**src/rtl/mac_seq_pkg.sv**
```systemverilog
// Shared definitions for the MAC sequencer: FSM state codes, MAC_Unit command
// encodings and the result width.
package mac_seq_pkg;

    localparam int RES_W = 8;

    typedef logic [2:0] state_t;
    localparam state_t IDLE  = 3'd0;
    localparam state_t CLEAR = 3'd1;
    localparam state_t RUN   = 3'd2;
    localparam state_t DRAIN = 3'd3;
    localparam state_t DONE  = 3'd4;

    typedef logic [1:0] mac_cmd_t;
    localparam mac_cmd_t MAC_HOLD = 2'b00;
    localparam mac_cmd_t MAC_CLR  = 2'b01;
    localparam mac_cmd_t MAC_ACC  = 2'b10;

endpackage

```
**src/rtl/mac_sequencer_if.sv**
```systemverilog
// Operand stream (valid/ready) and result port (valid/ready + sticky wrap flag)
// of the MAC sequencer. The sequencer is the slave on both.
interface mac_sequencer_if;
    import mac_seq_pkg::*;

    logic             in_valid;
    logic             in_ready;
    logic [1:0]       in_a;
    logic [1:0]       in_b;
    logic             res_valid;
    logic             res_ready;
    logic [RES_W-1:0] result;
    logic             overflow;

    modport master (
        output in_valid, in_a, in_b, res_ready,
        input  in_ready, res_valid, result, overflow
    );

    modport slave (
        input  in_valid, in_a, in_b, res_ready,
        output in_ready, res_valid, result, overflow
    );

endinterface

```
**src/rtl/mac_ovf_detect.sv**
```systemverilog
// Tracks the MAC accumulator after every accumulate and raises a sticky flag
// the first time it wraps (new value smaller than the previous one).
module mac_ovf_detect
    import mac_seq_pkg::*;
#(
    parameter int MAC_LAT = 1
) (
    input  logic             CLK,
    input  logic             RST_N,
    input  logic             clr,
    input  logic             acc,
    input  logic [RES_W-1:0] mac_Y,
    output logic             ovf
);

    logic [MAC_LAT-1:0] dly;
    logic [RES_W-1:0]   prev_y;
    logic               chk;

    // The oldest tap lines up with the cycle in which mac_Y shows that accumulate.
    assign chk = dly[MAC_LAT-1];

    always_ff @(posedge CLK) begin
        if (!RST_N || clr) begin
            dly    <= '0;
            prev_y <= '0;
            ovf    <= 1'b0;
        end else begin
            dly <= MAC_LAT'({dly, acc});
            if (chk) begin
                if (mac_Y < prev_y)
                    ovf <= 1'b1;
                prev_y <= mac_Y;
            end
        end
    end

endmodule

```
**src/rtl/mac_sequencer.sv**
```systemverilog
// Runs one dot-product job on the 2-bit MAC_Unit: clear, stream len pairs,
// wait for the pipeline, then hold the 8-bit sum on a valid/ready port.
module mac_sequencer
    import mac_seq_pkg::*;
#(
    parameter int LEN_W   = 6,
    parameter int MAC_LAT = 1
) (
    input  logic             CLK,
    input  logic             RST_N,
    input  logic             start,
    input  logic [LEN_W-1:0] len,
    mac_sequencer_if.slave   io,
    output logic [1:0]       mac_I,
    output logic [1:0]       mac_A,
    output logic [1:0]       mac_B,
    output logic             mac_S,
    input  logic [RES_W-1:0] mac_Y,
    output logic             busy
);

    localparam int DRAIN_W = $clog2(MAC_LAT + 2);

    state_t             state;
    state_t             state_nxt;
    logic [LEN_W-1:0]   remaining;
    logic [DRAIN_W-1:0] drain_cnt;
    logic               hs;
    logic               job_go;
    logic               acc_issued;

    assign job_go     = (state == IDLE) && start;
    assign acc_issued = (mac_I == MAC_ACC);

    always_comb begin
        // NOTE: every signal written here gets a value before the case, so no path leaves it unassigned and no latch is inferred.
        hs        = (state == RUN) && io.in_ready && io.in_valid;
        state_nxt = state;
        case (state)
            IDLE:    if (start) state_nxt = CLEAR;
            CLEAR:   state_nxt = (remaining == '0) ? DRAIN : RUN;
            RUN:     if (hs && remaining == LEN_W'(1)) state_nxt = DRAIN;
            DRAIN:   if (drain_cnt == '0) state_nxt = DONE;
            DONE:    if (io.res_ready) state_nxt = IDLE;
            default: state_nxt = IDLE;
        endcase
    end

    // Every output is a register loaded from next-state decode, so no input reaches an output combinationally.
    always_ff @(posedge CLK) begin
        // NOTE: state updates use non-blocking assignments so all registers sample the same pre-edge values.
        if (!RST_N) begin
            state        <= IDLE;
            remaining    <= '0;
            drain_cnt    <= '0;
            busy         <= 1'b0;
            mac_I        <= MAC_HOLD;
            mac_A        <= '0;
            mac_B        <= '0;
            mac_S        <= 1'b0;
            io.in_ready  <= 1'b0;
            io.res_valid <= 1'b0;
            io.result    <= '0;
        end else begin
            state        <= state_nxt;
            busy         <= (state_nxt != IDLE);
            io.in_ready  <= (state_nxt == RUN);
            io.res_valid <= (state_nxt == DONE);
            mac_S        <= (state_nxt == DONE);

            if (job_go)
                remaining <= len;
            else if (hs)
                remaining <= remaining - LEN_W'(1);

            // DRAIN counts MAC_LAT+1 hold cycles after the final accumulate cycle.
            if (state_nxt == DRAIN && state != DRAIN)
                drain_cnt <= DRAIN_W'(MAC_LAT + 1);
            else if (state == DRAIN && drain_cnt != '0)
                drain_cnt <= drain_cnt - DRAIN_W'(1);

            if (state_nxt == CLEAR)
                mac_I <= MAC_CLR;
            else if (hs)
                mac_I <= MAC_ACC;
            else
                mac_I <= MAC_HOLD;

            if (hs) begin
                mac_A <= io.in_a;
                mac_B <= io.in_b;
            end

            if (state == DRAIN && state_nxt == DONE)
                io.result <= mac_Y;
        end
    end

    mac_ovf_detect #(
        .MAC_LAT (MAC_LAT)
    ) u_ovf_detect (
        .CLK   (CLK),
        .RST_N (RST_N),
        .clr   (job_go),
        .acc   (acc_issued),
        .mac_Y (mac_Y),
        .ovf   (io.overflow)
    );

endmodule

```
**src/flat_wrapper.sv**
```systemverilog
// flat-port wrapper written by rule: the top's interface ports become plain ports
module mac_sequencer_flat import mac_seq_pkg::*;
#(
    parameter int LEN_W   = 6,
    parameter int MAC_LAT = 1
)
  (CLK, RST_N, start, len, mac_I, mac_A, mac_B, mac_S, mac_Y, busy, io_in_valid, io_in_a, io_in_b, io_res_ready, io_in_ready, io_res_valid, io_result, io_overflow);
  mac_sequencer_if io_i ();
  input  logic CLK;
  input  logic RST_N;
  input  logic start;
  input  logic [LEN_W-1:0] len;
  output logic [1:0] mac_I;
  output logic [1:0] mac_A;
  output logic [1:0] mac_B;
  output logic mac_S;
  input  logic [RES_W-1:0] mac_Y;
  output logic busy;
  input wire logic [$bits(io_i.in_valid)-1:0] io_in_valid;
  input wire logic [$bits(io_i.in_a)-1:0] io_in_a;
  input wire logic [$bits(io_i.in_b)-1:0] io_in_b;
  input wire logic [$bits(io_i.res_ready)-1:0] io_res_ready;
  output wire logic [$bits(io_i.in_ready)-1:0] io_in_ready;
  output wire logic [$bits(io_i.res_valid)-1:0] io_res_valid;
  output wire logic [$bits(io_i.result)-1:0] io_result;
  output wire logic [$bits(io_i.overflow)-1:0] io_overflow;
  assign io_i.in_valid = io_in_valid;
  assign io_i.in_a = io_in_a;
  assign io_i.in_b = io_in_b;
  assign io_i.res_ready = io_res_ready;
  assign io_in_ready = io_i.in_ready;
  assign io_res_valid = io_i.res_valid;
  assign io_result = io_i.result;
  assign io_overflow = io_i.overflow;
  mac_sequencer #(.LEN_W(LEN_W), .MAC_LAT(MAC_LAT)) u_core (.CLK(CLK), .RST_N(RST_N), .start(start), .len(len), .io(io_i), .mac_I(mac_I), .mac_A(mac_A), .mac_B(mac_B), .mac_S(mac_S), .mac_Y(mac_Y), .busy(busy));
endmodule
```
**config.mk**
```make
export PLATFORM = sky130hd
export DESIGN_NAME = mac_sequencer_flat
export DESIGN_NICKNAME = d
export VERILOG_FILES = /design/src/rtl/mac_seq_pkg.sv /design/src/rtl/mac_sequencer_if.sv /design/src/rtl/mac_ovf_detect.sv /design/src/rtl/mac_sequencer.sv /design/src/flat_wrapper.sv
export SDC_FILE = /design/constraint.sdc
export NUM_CORES = 1
export LEC_CHECK = 0
export ABC_CLOCK_PERIOD_IN_PS = 1900
export CAP_MARGIN = 20
export CORE_MARGIN = 5
export CORE_UTILIZATION = 40
export CTS_CLUSTER_DIAMETER = 50
export DETAILED_ROUTE_END_ITERATION = 6
export HOLD_SLACK_MARGIN = 0.15
export MAX_ROUTING_LAYER = met4
export PLACE_DENSITY = 0.66
export SYNTH_ARGS = -nofsm -noshare
export SYNTH_HDL_FRONTEND = slang
export SYNTH_HIERARCHICAL = 1
export SYNTH_SLANG_ARGS = --single-unit
```
**constraint.sdc**
```tcl
create_clock -name CLK -period 1.9 [get_ports CLK]
set_clock_uncertainty 0.15 [all_clocks]
set_input_delay 0.475 -clock CLK [delete_from_list [all_inputs] [get_ports CLK]]
set_output_delay 0.475 -clock CLK [all_outputs]
set_load 0.01 [all_outputs]
```
# Yosys cells after proc, flatten, opt, wreduce, memory -nomap -nowiden
# Cells that the tools add are included.
# word_totals
reg_bits	38
input_bits	23
out_inout_bits	19
elab_cells	61
# op_classes
n_addsub	2
magnitude_cmp	1
eq_ne	11
n_mux	12
bitwise	1
n_reduce_logical	19
# op_table
op	n
3-bit one-hot mux with 5 select lines	1
3-bit by 2-bit equality test with 1-bit output, second input constant	4
3-bit 2-to-1 mux	4
6-bit 2-to-1 mux	2
8-bit less-than comparator	1
1-bit logical AND	7
3-bit by 1-bit equality test with 1-bit output, second input constant	2
3-bit equality test, second input constant	2
6-bit by 1-bit equality test with 1-bit output, second input constant	1
6-bit logical NOT	1
2-bit 2-to-1 mux	3
2-bit nonzero test	3
6-bit by 1-bit subtractor with 6-bit output, second input constant	1
2-bit OR reduction	2
3-bit logical NOT	1
3-bit by 2-bit inequality test with 1-bit output, second input constant	1
3-bit nonzero test	1
2-bit equality test, second input constant	1
2-bit logical NOT	1
1-bit 2-to-1 mux	2
2-bit AND reduction	1
2-bit by 1-bit subtractor with 2-bit output, second input constant	1
1-bit logical NOT	1
1-bit logical OR	1
1-bit NOT	1

# Longest topological paths before layout
# depth
word_depth	9
depth_mapped	7
mapped_depth_nobuf	6

# Modules after synthesis
# Netlist, hierarchy kept.
# by_module_without_submodules
module	instances	cells_per_inst	area_per_inst_um2	seq_area_each_um2
mac_sequencer	1	140	1272.5	560.5
mac_ovf_detect	1	57	533.0	200.2

# Worst setup path after synthesis
# OpenSTA, ideal clock, no wires.
# synth_path
kind	input to register
from	input mac_Y[5]
to	register u_core.u_ovf_detect.ovf
setup_time_ns	0.080
arrival_time_ns	1.300
required_ns	1.670
path_slack_ns	0.370
cell_stages	5
n_path_buf	0
cell_sequence	ha_1 > a211o_1 > o211ai_2 > a31oi_1 > a211oi_2
# synth_via
elab_chain_cells	2
# synth_rtl
item	line_no	source
from (decl)	flat_wrapper.sv:17	input logic [RES_W-1:0] mac_Y;
8-bit less-than comparator	mac_ovf_detect.sv:31	if (mac_Y < prev_y)
2-bit AND reduction (no source line)	-	
to (signal assigned)	mac_ovf_detect.sv:27	ovf <= 1'b0;
to (signal assigned)	mac_ovf_detect.sv:32	ovf <= 1'b1;
to (decl)	mac_ovf_detect.sv:13	output logic ovf
# Every way passes these cells.
# A chain may end at the register's enable or synchronous reset.

# Final worst setup path
# layout_path
from	register u_core.io.in_ready
to	output io_in_ready
# layout_rtl
item	line_no	source
from (decl)	mac_sequencer_if.sv:22	output in_ready, res_valid, result, overflow
from (signal assigned)	mac_sequencer.sv:67	io.in_ready <= (state_nxt == RUN);
to (decl)	flat_wrapper.sv:23	output wire logic [$bits(io_i.in_ready)-1:0] io_in_ready;
# No word-level cell between the ends.

==> results.ini <==
[run_status]
outcome = finished clean

[synth]
synth-seq-cells = 38
synth_flop_cell = dfxtp_1
synthTopCellsByCount = dfxtp_1 (38), nor2_1 (25), nand2_1 (21)
synth_edf_count = 0
yosys_warnings = 6
yosysTopAreaCell = dfxtp_1
syn_area_mm2 = 0.001805
synthArstFlopShare_pct = 0
yosysMostFrequentCell = dfxtp_1
synth.distinct_cells = 45
synth_area_leaders = dfxtp_1 (42%), ha_1 (7.6%), mux2i_1 (6.7%), nor2_1 (5.2%), nand2_1 (4.4%)
yosysSeqAreaShare_pct = 42.13
syn_area_per_cell_um2 = 9.165
syn-num-nets = 231
synth_top_area_share_pct = 42.13
synth_cells = 197

[placed_design]
place_area_mm2 = 0.002407
dp_slack_ns = -0.1843
port_buffers = 41
place_hpwl_um = 2966
gp_congestion = 0.7786

[grt]
grtUsageMet2_pct = 21.80
grtUsageMet1_pct = 15.58
grt_max_degree = 13
use_met3_pct = 3.630
grt_pass1_wl_um = 6396
busiest_layer = met2
antenna_found_initial = 0
grt-ovfl-total = 0
grt_pass1_vias = 1450
grt_usage_pct = 13.67

[clock_network]
cts_setup_buffers = 0
cts_made_buffers = 5
htree_levels = 2
cts_tree = done
clockBufferDepth = 2
clock_latency_ns = 0.29
path_clk_slew_ns = 0.08
cts-root-buf = clkbuf_8
cts.sinks = 38
postCtsHoldBufs = 0
ctsResizeCount = 0

[final_layout]
final_core_util_pct = 57.79
diodes = 0
fill_cells = 402
fin_nets = 293
area_delta_synth_final_pct = 39.36
drive_above_1_share_pct = 17.31
post-route-cell-area_mm2 = 0.002516

[timing]
tightestPinTransition_ns = 0.4770
fmax_mhz = 539.3
maxSlewViolCount = 0
tns_ns = 0
hold_viol_final = 0
finalSetupViolCount = 0
rsz0062_at_grt = false
slew_headroom_pct = 68.16
period_share_pct = 97.60
min_period_ns = 1.854
fin_ws_ns = 0.04563

[worst_setup_path]
cp-end-kind = output pin
path_max_fanout = 2
cp.required_ns = 1.27
cp_data_arrival_time_ns = 1.23
cpMaxStageDelayCell = clkdlybuf4s50_1
crit_type = flop to output pin
critPathBufInv = 1
r2r-start = u_core/state[1]$_SDFF_PN0_
path_cells = clkdlybuf4s50_1
crit_start = u_core/io.in_ready$_SDFF_PN0_
slowest_delay_ns = 0.56
path_delay_family = buffers and inverters
start_kind = flop

[floorplanning]
die_h_um = 77.19
io_pins = 42
num_rows = 24
initial_core_util_pct = 41.47
floorplan.die_area_mm2 = 0.005958
fp.dieW_um = 77.19
coreArea_mm2 = 0.004354

[drt]
wirelength_um = 3793
drt-vias-per-instance = 4.920
vias = 1535
dr.pass1.iters = 5
antenna_left = 0
drtIter0Drc = 70
avgRoutedWirePerCell_um = 12.16
drc_errors = 0

[worst_hold_path]
hold_class = flop to flop
min-delay-start = u_core/io.result[2]$_SDFFE_PN0P_

[power_and_ir_drop]
power.static_leakage_uw = 0.0009670
total_power_uw = 1857
power_density_mw_per_mm2 = 737.8
max-vdd-ir-drop_uv = 393.0

[job]
cap_violations = 0

-- state kept, by name, indices dropped and copies added, names as in the netlist, 2 cells and up --
signal	count
u_core/mac_B	2
u_core/state	3
u_core/mac_A	2
u_core/u_ovf_detect/prev_y	8
u_core/remaining	6
u_core/io.result	8
u_core/drain_cnt	2
u_core/mac_I	2
-- cell type report --
type                            instances  area, µm²  area share, %
Clock inverter                          3      40.04          1.591
Multi-Input combinational cell        134      920.9          36.60
Timing Repair Buffer                   64      595.6          23.67
Sequential cell                        38      760.7          30.23
Tap cell                               52      65.06          2.586
Clock buffer                            5      68.82          2.735
Inverter                               16      65.06          2.586
-- path summary, 6_finish.rpt --
kind | endpoint | slack, ns | cells after the start
setup reg to reg | u_core/remaining[3]$_SDFFE_PN0P_ | 0.34 | 5
hold reg to reg | u_core/io.result[2]$_SDFFE_PN0P_ | 0.31 | 2
hold / removal | u_core/io.result[2]$_SDFFE_PN0P_ | 0.31 | 2
setup / recovery | io_in_ready | 0.05 | 1
-- cells by family after synthesis --
kind of cell,count (synthesis),synth area share [%]
adders and majority gates,11,7.623
muxes,12,6.653
buffers and inverters,25,6.860
and+or+nand+nor,76,23.15
DFF,38,42.13
AOI/OAI and AO/OA,33,12.61
xor gates and xnor gates,2,0.9704
-- metrics by stage --
step,hold WS [ns],instances
after floorplan,0.3017,197
after global placement,0.2920,304
after detailed placement,0.2958,304
after CTS,0.3070,312
after global routing,0.3371,312
final,0.3056,312
-- cells in the final DEF, fill, tap and decap left out, drive strengths merged, types with 2 or more instances in the layout --
cell           count
clkdlybuf4s50     41
dfxtp             38
nor2              28
buf               23
nand2             22
inv               15
mux2i             12
a21oi             11
ha                11
o21ai              8
nor3               6
clkbuf             5
a211oi             4
nor3b              3
clkinv             3
nand3              2
or2                2
a311oi             2
xnor2              2
a2bb2oi            2
and4bb             2
-- where the power goes --
| group | total (µW) | internal, µW | leakage (µW) | switching [µW] |
|---|---|---|---|---|
| sequential | 863 | 829 | 0.000309 | 34.1 |
| clock | 682 | 386 | 0.0000579 | 296 |
| combinational | 311 | 169 | 0.000600 | 142 |
-- per-layer routing --
metal,wire length (µm),part of all wire [%]
met5,0,0
met2,1822,48
met3,230,6.1
met1,1633,43
met4,106,2.8
Note: power is estimated with default switching activity, not from simulation.
